### src/rtl/ifu_prefetch_queue.sv
// Instruction-fetch front end: a single-outstanding fetch engine feeding a
// DEPTH-entry PC/instruction FIFO toward decode, flushed on redirect.
module ifu_prefetch_queue #(
  parameter int              PC_W     = 32,
  parameter logic [PC_W-1:0] RESET_PC = 32'h8000_0000,
  parameter int              DEPTH    = 4,
  parameter int              MEM_W    = 64
) (
  input  logic                     clk,
  input  logic                     rst,
  input  logic                     redir_valid,
  input  logic [PC_W-1:0]          redir_pc,
  output logic                     req_valid,
  input  logic                     req_ready,
  output logic [PC_W-1:0]          req_addr,
  input  logic                     resp_valid,
  input  logic [MEM_W-1:0]         resp_data,
  output logic                     out_valid,
  input  logic                     out_ready,
  output logic [PC_W-1:0]          out_pc,
  output logic [31:0]              out_inst,
  output logic [$clog2(DEPTH):0]   occupancy
);

  localparam int PTR_W = $clog2(DEPTH);
  localparam int CNT_W = PTR_W + 1;
  localparam int OFF_W = $clog2(MEM_W / 8);
  localparam logic [PC_W-1:0]  ALIGN_MASK = ~PC_W'((1 << OFF_W) - 1);
  localparam logic [PC_W-1:0]  WORD_MASK  = ~PC_W'(3);
  localparam logic [CNT_W-1:0] FULL_CNT   = CNT_W'(DEPTH);

  typedef enum logic [1:0] {
    S_REQ,
    S_WAIT,
    S_DROP
  } state_t;

  state_t            state;
  state_t            state_next;
  logic [PC_W-1:0]   fpc;
  logic [PC_W-1:0]   fpc_next;
  logic [PC_W-1:0]   req_pc;
  logic [PC_W-1:0]   pc_mem   [DEPTH];
  logic [31:0]       inst_mem [DEPTH];
  logic [PTR_W-1:0]  wr_ptr;
  logic [PTR_W-1:0]  rd_ptr;
  logic [CNT_W-1:0]  count;
  logic [31:0]       resp_inst;
  logic              req_fire;
  logic              push;
  logic              pop;

  assign push      = (state == S_WAIT) && resp_valid && !redir_valid;
  assign out_valid = (count != '0);
  assign pop       = out_valid && out_ready;
  assign req_addr  = fpc & ALIGN_MASK;
  assign out_pc    = pc_mem[rd_ptr];
  assign out_inst  = inst_mem[rd_ptr];
  assign occupancy = count;

  // The upper word of a doubleword response belongs to PCs with bit 2 set.
  always_comb begin
    resp_inst = resp_data[31:0];
    if (MEM_W == 64 && req_pc[2]) begin
      resp_inst = resp_data[MEM_W-1 -: 32];
    end
  end

  always_comb begin
    state_next = state;
    req_valid  = 1'b0;
    req_fire   = 1'b0;
    case (state)
      S_REQ: begin
        req_valid = (count < FULL_CNT);
        req_fire  = req_valid && req_ready;
        if (req_fire) begin
          state_next = redir_valid ? S_DROP : S_WAIT;
        end
      end
      S_WAIT: begin
        if (resp_valid) begin
          state_next = S_REQ;
        end else if (redir_valid) begin
          state_next = S_DROP;
        end
      end
      S_DROP: begin
        if (resp_valid) begin
          state_next = S_REQ;
        end
      end
      default: state_next = S_REQ;
    endcase
  end

  always_comb begin
    fpc_next = fpc;
    if (redir_valid) begin
      fpc_next = redir_pc & WORD_MASK;
    end else if (push) begin
      fpc_next = fpc + PC_W'(4);
    end
  end

  always_ff @(posedge clk) begin
    if (rst) begin
      state  <= S_REQ;
      fpc    <= RESET_PC & WORD_MASK;
      req_pc <= '0;
      wr_ptr <= '0;
      rd_ptr <= '0;
      count  <= '0;
    end else begin
      state <= state_next;
      fpc   <= fpc_next;
      if (req_fire) begin
        req_pc <= fpc;
      end
      // A redirect empties the queue even if decode pops in the same cycle.
      if (redir_valid) begin
        wr_ptr <= '0;
        rd_ptr <= '0;
        count  <= '0;
      end else begin
        if (push) begin
          wr_ptr <= wr_ptr + PTR_W'(1);
        end
        if (pop) begin
          rd_ptr <= rd_ptr + PTR_W'(1);
        end
        if (push && !pop) begin
          count <= count + CNT_W'(1);
        end else if (pop && !push) begin
          count <= count - CNT_W'(1);
        end
      end
    end
  end

  always_ff @(posedge clk) begin
    if (push) begin
      pc_mem[wr_ptr]   <= req_pc;
      inst_mem[wr_ptr] <= resp_inst;
    end
  end

endmodule

### config.mk
export PLATFORM = sky130hd
export DESIGN_NAME = ifu_prefetch_queue
export DESIGN_NICKNAME = d
export VERILOG_FILES = /design/src/rtl/ifu_prefetch_queue.sv
export SDC_FILE = /design/constraint.sdc
export NUM_CORES = 1
export LEC_CHECK = 0
export ABC_AREA = 1
export ABC_CLOCK_PERIOD_IN_PS = 7660
export CAP_MARGIN = 10
export CORE_UTILIZATION = 60
export CTS_BUF_LIST = sky130_fd_sc_hd__clkbuf_4 sky130_fd_sc_hd__clkbuf_8
export DETAILED_ROUTE_END_ITERATION = 16
export MAX_ROUTING_LAYER = met4
export PLACE_DENSITY = 0.89
export SYNTH_ARGS = -nofsm -noshare
export SYNTH_HDL_FRONTEND = slang
export SYNTH_SLANG_ARGS = --single-unit
### constraint.sdc
create_clock -name clk -period 7.66 [get_ports clk]
set_input_delay 1.149 -clock clk [delete_from_list [all_inputs] [get_ports clk]]
set_output_delay 1.149 -clock clk [all_outputs]
set_load 0.01 [all_outputs]
# Word level (Yosys, flattened, before mapping)
# Memories as Yosys holds them, arrays and structs flattened. A register that Yosys moved wholly into a read port is not among the register bits.
# Index checks and enable logic that the tools add are counted.
# W data, S select, Z words.
# op_classes
addsub	5
order_cmp	1
n_eq_ne	5
n_mux	19
reduce_logical	15
# ops
operator	count
$mux W32	3
$add A32 B3 Y32 const B	1
$mux W2	9
$logic_and A1 B1 Y1	6
$mux W3	2
$pmux W2 S3	1
$add A2 B1 Y2 const B	2
$mux W1	4
$ne A2 B2 Y1 const B	2
$reduce_bool A2 Y1	2
$add A3 B1 Y3 const B	1
$logic_not A1 Y1	3
$lt A3 B3 Y1 const B	1
$ne A3 B3 Y1 const B	1
$reduce_and A3 Y1	1
$reduce_bool A3 Y1	1
$sub A3 B1 Y3 const B	1
$eq A2 B1 Y1 const B	1
$eq A2 B2 Y1 const B	1
$logic_not A2 Y1	1
$reduce_or A2 Y1	1
# totals
reg_bits	73
ramBits	256
inputBits	102
output_inout_bits	101
word_cells	54
memories	2
# mem_list
name	depth	width	read_ports	rd_ports_with_merged_regs	wr	line_no	source
inst_mem	4	32	1	1	1	44	logic [31:0] inst_mem [DEPTH];
pc_mem	4	32	1	1	1	43	logic [PC_W-1:0] pc_mem [DEPTH];

# Longest topological paths before layout
# Gate-level depths: netlist of run 1.
# logic_depth
depth_word	7
mapped_depth	11
ltp_nobuf	10

# Worst setup path after synthesis of run 1
# No wires, ideal clock.
# synth_timing
path_type	input-to-reg
start	in redir_valid
end	mem inst_mem[0][0] (enable)
setup_ps	482
t_arrival_ps	4192
required_time_ps	7178
setup_slack_ps	2986
stages	4
n_path_buf	1
cell_sequence	buf_2 nor2_2 inv_2 nor2_1
# synth_between
elab_chain_len	4
# synth_rtl
item	line_no	source
start, declared	11	input logic redir_valid,
$logic_not A1 Y1	53	assign push = (state == S_WAIT) && resp_valid && !redir_valid;
$logic_and A1 B1 Y1	53	
$mux W1	142	if (push) begin
$mux W1 (not written as such)	144	inst_mem[wr_ptr] <= resp_inst;
end, declared	44	
# No other way between the ends.

==> results of run 1 <==
==> layout by cell type, fill, tap and decap left out, types with 4 or more instances in the layout <==
master	instances
a21oi_1	61
a31oi_1	8
buf_4	12
clkbuf_4	19
clkbuf_8	52
clkdlybuf4s50_1	195
clkinv_1	9
clkinv_2	5
conb_1	5
dfxtp_1	68
edfxtp_1	248
ha_1	6
inv_1	51
inv_2	5
mux2_2	32
nand2_1	125
nand2_2	9
nand3_1	20
nor2_1	187
nor2_2	7
nor2_4	10
o21ai_0	182
o21ai_1	5
o22ai_1	62
xor2_1	4
==> cell type report <==
type,count,area [sq um]
sequential,319,8875
fill,1450,5569
multi-input combinational,739,3800
timing repair buffer,207,2042
clock buffer,71,858.3
tap,280,350.3
inverter,57,215.2
clock inverter,15,113.9
==> routing by layer <==
metal | up-vias | wire length [um] | track usage [%]
met2 | 468 | 14670 | 43.54
li1 | 4563 | - | -
met1 | 4516 | 12260 | 37.08
met3 | 43 | 2893 | 4.066
met4 | 0 | 503 | 7.400
met5 | - | 0 | -
==> through the flow <==
stage               std cells  worst slack (ns)  total power [mW]
finish                   1688             3.056             3.567
detailed placement       1602             3.451             2.213
CTS                      1688             3.009             3.587
global placement         1602             3.504             2.203
global route             1688             2.811             3.688
floorplan                1213             2.986             2.102
==> report_power, final <==
group          internal, mW  switching, mW
logic                 0.117          0.111
clock network         0.782          0.605
registers              1.91         0.0434
==> sequential cells by signal, indices dropped and copies added (netlist names), named ones only <==
signal     count
fpc           30
inst_mem     128
occupancy      3
pc_mem       120
rd_ptr         2
req_pc        30
state          2
wr_ptr         2
==> worst min path at each step <==
stage / startpoint / end / slack, ns / cells after the start
global route: rd_ptr[1] / register / 0.49 / 2
floorplan: rd_ptr[1] / register / 0.44 / 2
detailed placement: rd_ptr[1] / register / 0.45 / 2
global placement: rd_ptr[1] / register / 0.44 / 2
CTS: rd_ptr[1] / register / 0.46 / 2
finish: rd_ptr[1] / register / 0.46 / 2
==> worst max-delay path: cells and delay by family (launching register included) <==
family / cells / cell delay [ns]
AOI/OAI and AO/OA: 2 / 0.43
buffers and inverters: 4 / 2.16
DFF: 1 / 0.30
==> cells by family after synthesis <==
group / share of synthesized area [%]
AOI/OAI and AO/OA: 12.72
buffers and inverters: 5.613
DFF: 66.31
other: 0.02804
and+or+nand+nor: 11.59
adders and majority gates: 0.7110
muxes: 2.694
xor gates and xnor gates: 0.3274
==> results.toml, run 1 <==
[synthesis]
synthTopCellsByArea = "edfxtp_1, dfxtp_1, o21ai_0"
synth_area_sq_mm = 0.01337
synthFlopType = "edfxtp_1"
avgSynthCellArea_sq_um = 11.06
ys_warn_count = 0
synth_top_area_share_pct = 55.68
async_flop_share_pct = 0
synth_edf_count = 248
synth_common_cells = "edfxtp_1, nor2_1, o21ai_0"
yosysSeqAreaShare_pct = 66.31
ys_types = 37
synth_seq_cells = 319
post-synth-top-area-cell = "edfxtp_1"
netlist_instances = 1209
yosysMostFrequentCell = "edfxtp_1"

[run_status]
status = "finished, final reports clean"

[global_routing]
grt_pass1_wl_um = 46240
globalRouteTotalUtil_pct = 27.41
overflow = 0
antenna_found_initial = 0
grt_max_degree = 115
grt_pass1_vias = 8967

[clocking]
cts_setup_buffers = 0
cts_tree = "yes"
clk_latency_ns = 0.54
htree_levels = 2
clockBufferDepth = 3
cts_made_buffers = 47
cts_root_buf = "clkbuf_8"
ctsResizeCount = 0
postCtsHoldBufs = 0
cts_sinks = 319
path_clk_slew_ns = 0.06

[power]
power_density_mw_per_mm2 = 219.5
ir_worst_vdd_v = 0.0001091
p_leak_nw = 5.631

[final_layout]
num_antenna_cells = 0
fin_area_sq_mm = 0.01625
utilization_pct = 74.48
finalNetCount = 1480
drive_above_1_share_pct = 11.43
area_growth_pct = 21.54

[min_path]
hold_class = "register to register"

[sta]
fin_hold_ws_ns = 0.4592
slew-limit-headroom_pct = 26.75
hold_viol_final = 0
setup_tns_ns = 0
period_needed_ns = 4.604
worstMarginPinSlew_ns = 1.099
fin_crit_sh_pct = 60.10
finClkSkew_ns = 0.02152
slew_viol_final = 0
setup_viol = 0
rsz0062_at_grt = "no"
fmax_mhz = 217.2

[critical_path]
cp-start-kind = "register"
worstPathCellList = "buf_4 -> inv_1 -> buf_4 -> o21ai_0 -> o22ai_1 -> clkdlybuf4s50_1"
reg2reg_slack_ns = 5.08
crit_slowest_cell = "inv_1"
cpPeakStageDelay_ns = 0.75
r2r_start = "state[0]"
endpoint_kind = "primary output"
reg2regPathDepth = 5
cp_max_fo = 63
criticalPathCategory = "register to primary output"
cp_common_cell = "buf_4"
cp.required_ns = 6.51
reg2reg_to = "pc_mem[1][7]"
cp.arrival_ns = 3.45
crit_end = "out_pc[20]"

[placed_design]
postPlaceCellArea_sq_mm = 0.01528
dp_hpwl_um = 18590
routabilityCongestion = 0.9295
port-buffer-count = 195

[routing]
routedWlPerCell_um = 17.97
route.vias.total = 9590
drt-total-wl_um = 30330
drc = 0
dr.pass1.iters = 5
drtIter0Drc = 904
ant_nets = 0
viasPerCell = 5.681

[floorplanning]
dieHeight_um = 151.3
initial_core_util_pct = 61.28
dieWidth_um = 151.3
core_area_sq_mm = 0.02182
ios = 203
die-area_sq_mm = 0.02289
rows = 54

[run]
drv_cap = 0
No activity file was read; power rests on OpenSTA's default activity.
==> inputs of run 2 (changes only) <==
ABC_CLOCK_PERIOD_IN_PS = 4000   (was 7660)
CORE_UTILIZATION = 51   (was 60)
PLACE_DENSITY = 0.81   (was 0.89)
clock period = 4 ns   (was 7.66 ns; I/O delays follow)
==> run 2 against run 1 <==
Net effect:
- power grew 91%
- clock skew shrank 0.0012 ns
- critical path type unchanged
- final cell count up 3.3%
- sequential power up 92%
==> results.toml, run 2 (same netlist as run 1, synthesis figures left out) <==
[sta]
fin_hold_ws_ns = 0.4598
fmax_mhz = 297.1
slew-limit-headroom_pct = 41.13
fin_crit_sh_pct = 84.15
period_needed_ns = 3.366
rsz0062_at_grt = "no"
finClkSkew_ns = 0.02035
worstMarginPinSlew_ns = 0.8831
setup_viol = 0
hold_viol_final = 0
slew_viol_final = 0

[power]
p_int_mw = 5.353
switching_share_pct = 21.53
p_total_mw = 6.822
ir_worst_vdd_v = 0.0002939
p_leak_nw = 5.666
power_density_mw_per_mm2 = 415.9
switchingPower_mw = 1.469
seqPwrFrac_pct = 54.9
pwr-share-comb_pct = 6.4
pwr-share-clk_pct = 38.7

[final_layout]
mostFrequentLayoutCells = "edfxtp_1, clkdlybuf4s50_1, nor2_1"
layout_commonest_cell = "edfxtp_1"
largest_register_ff_count = 128
num_antenna_cells = 0
regMostFlops = "inst_mem"
reg_top3 = "inst_mem (128), pc_mem (120)"
utilization_pct = 64.39
area_growth_pct = 22.64
fin_cells = 1744
n_fill_cell = 1968
drive_above_1_share_pct = 11.88
finalNetCount = 1487

[clocking]
htree_levels = 2
clk_latency_ns = 0.55
cts_setup_buffers = 0
path_clk_slew_ns = 0.06
cts_sinks = 319
cts_made_buffers = 48
postCtsHoldBufs = 0
cts_tree = "yes"
ctsResizeCount = 0
cts_root_buf = "clkbuf_8"
clockBufferDepth = 3

[critical_path]
endpoint_kind = "primary output"
reg2regPathDepth = 9
crit_slowest_cell = "dfxtp_4"
criticalPathCategory = "register to primary output"
cp.required_ns = 3.40
r2r_start = "state[0]"
reg2reg_slack_ns = 1.87
cp_max_fo = 55
reg2reg_to = "occupancy[2]"
cpPeakStageDelay_ns = 0.69
cp.arrival_ns = 2.77
worstPathCellList = "buf_4 -> o21ai_0 -> o22ai_1 -> clkdlybuf4s50_1"
cp-start-kind = "register"

[routing]
dr.pass1.iters = 5
viasPerCell = 5.463
route.vias.total = 9527
drc = 0
ant_nets = 0
drt-total-wl_um = 31150
drtIter0Drc = 761
routedWlPerCell_um = 17.86

[run_status]
status = "finished, final reports clean"

[global_routing]
overflow = 0
grt_pass1_vias = 9083
antenna_found_initial = 0
globalRouteTotalUtil_pct = 23.83
grt_max_degree = 67
grt_pass1_wl_um = 47790

[floorplanning]
dieWidth_um = 163.9
dieHeight_um = 163.9
core_area_sq_mm = 0.02547
die-area_sq_mm = 0.02687
rows = 58
ios = 203
initial_core_util_pct = 52.51

[min_path]
worstHoldPathCells = 2
min_from = "rd_ptr[1]"
hold_class = "register to register"

[placed_design]
dp_hpwl_um = 19280
routabilityCongestion = 0.9309
dp.cells = 1658
port-buffer-count = 195

[run]
drv_cap = 0
run 2: worst max path at each step:
| stage | from | end | slack [ns] | depth (start not counted) |
|---|---|---|---|---|
| finish | register | out_pc[31] | 0.63 | 4 |
| global route | register | out_pc[31] | 0.44 | 4 |
| CTS | register | out_pc[31] | 0.61 | 4 |
| detailed placement | resp_valid | occupancy[2] | 1.17 | 10 |
| global placement | redir_valid | fpc[28] | 1.21 | 7 |
| floorplan | redir_valid | inst_mem[0][0] | -0.13 | 4 |
run 2: metrics by stage:
step	setup slack (ns)	setup TNS [ns]	instance area [sq um]
5_1_grt	0.4360	0	16400
2_1_floorplan	-0.1251	-31.03	13390
3_5_place_dp	1.173	0	15440
4_1_cts	0.6121	0	16400
6_report	0.6339	0	16400
3_3_place_gp	1.208	0	15440
run 2: critical path, delay by kind of cell (launching register included):
family / cells / cell delay [ns]
DFF: 1 / 0.69
AOI/OAI and AO/OA: 2 / 0.38
buffers and inverters: 2 / 1.08
run 2: final cells by class:
cell class	instances	area, sq um	area share (%)
clock buffer	74	887.1	5.408
clock inverter	12	75.07	0.4577
inverter	57	215.2	1.312
multi-input combinational	739	3800	23.17
sequential	319	8875	54.11
tap	330	412.9	2.517
timing repair buffer	213	2137	13.03
run 2: layer usage:
metal  vias up  track usage, %  share of wire [%]
met5         -               -                  0
met4         0           7.113                2.1
met3        54           3.838                7.1
met2       381           37.25                 47
met1      4511           32.23                 44
li1       4581               -                  -
run 2: power groups by stage:
stage / combinational, mW / sequential (mW) / clock, mW
6_report: 0.440 / 3.74 / 2.64
5_1_grt: 0.480 / 3.75 / 2.83
4_1_cts: 0.439 / 3.74 / 2.69
3_5_place_dp: 0.436 / 3.81 / 0
3_3_place_gp: 0.425 / 3.81 / 0
2_1_floorplan: 0.255 / 3.77 / 0
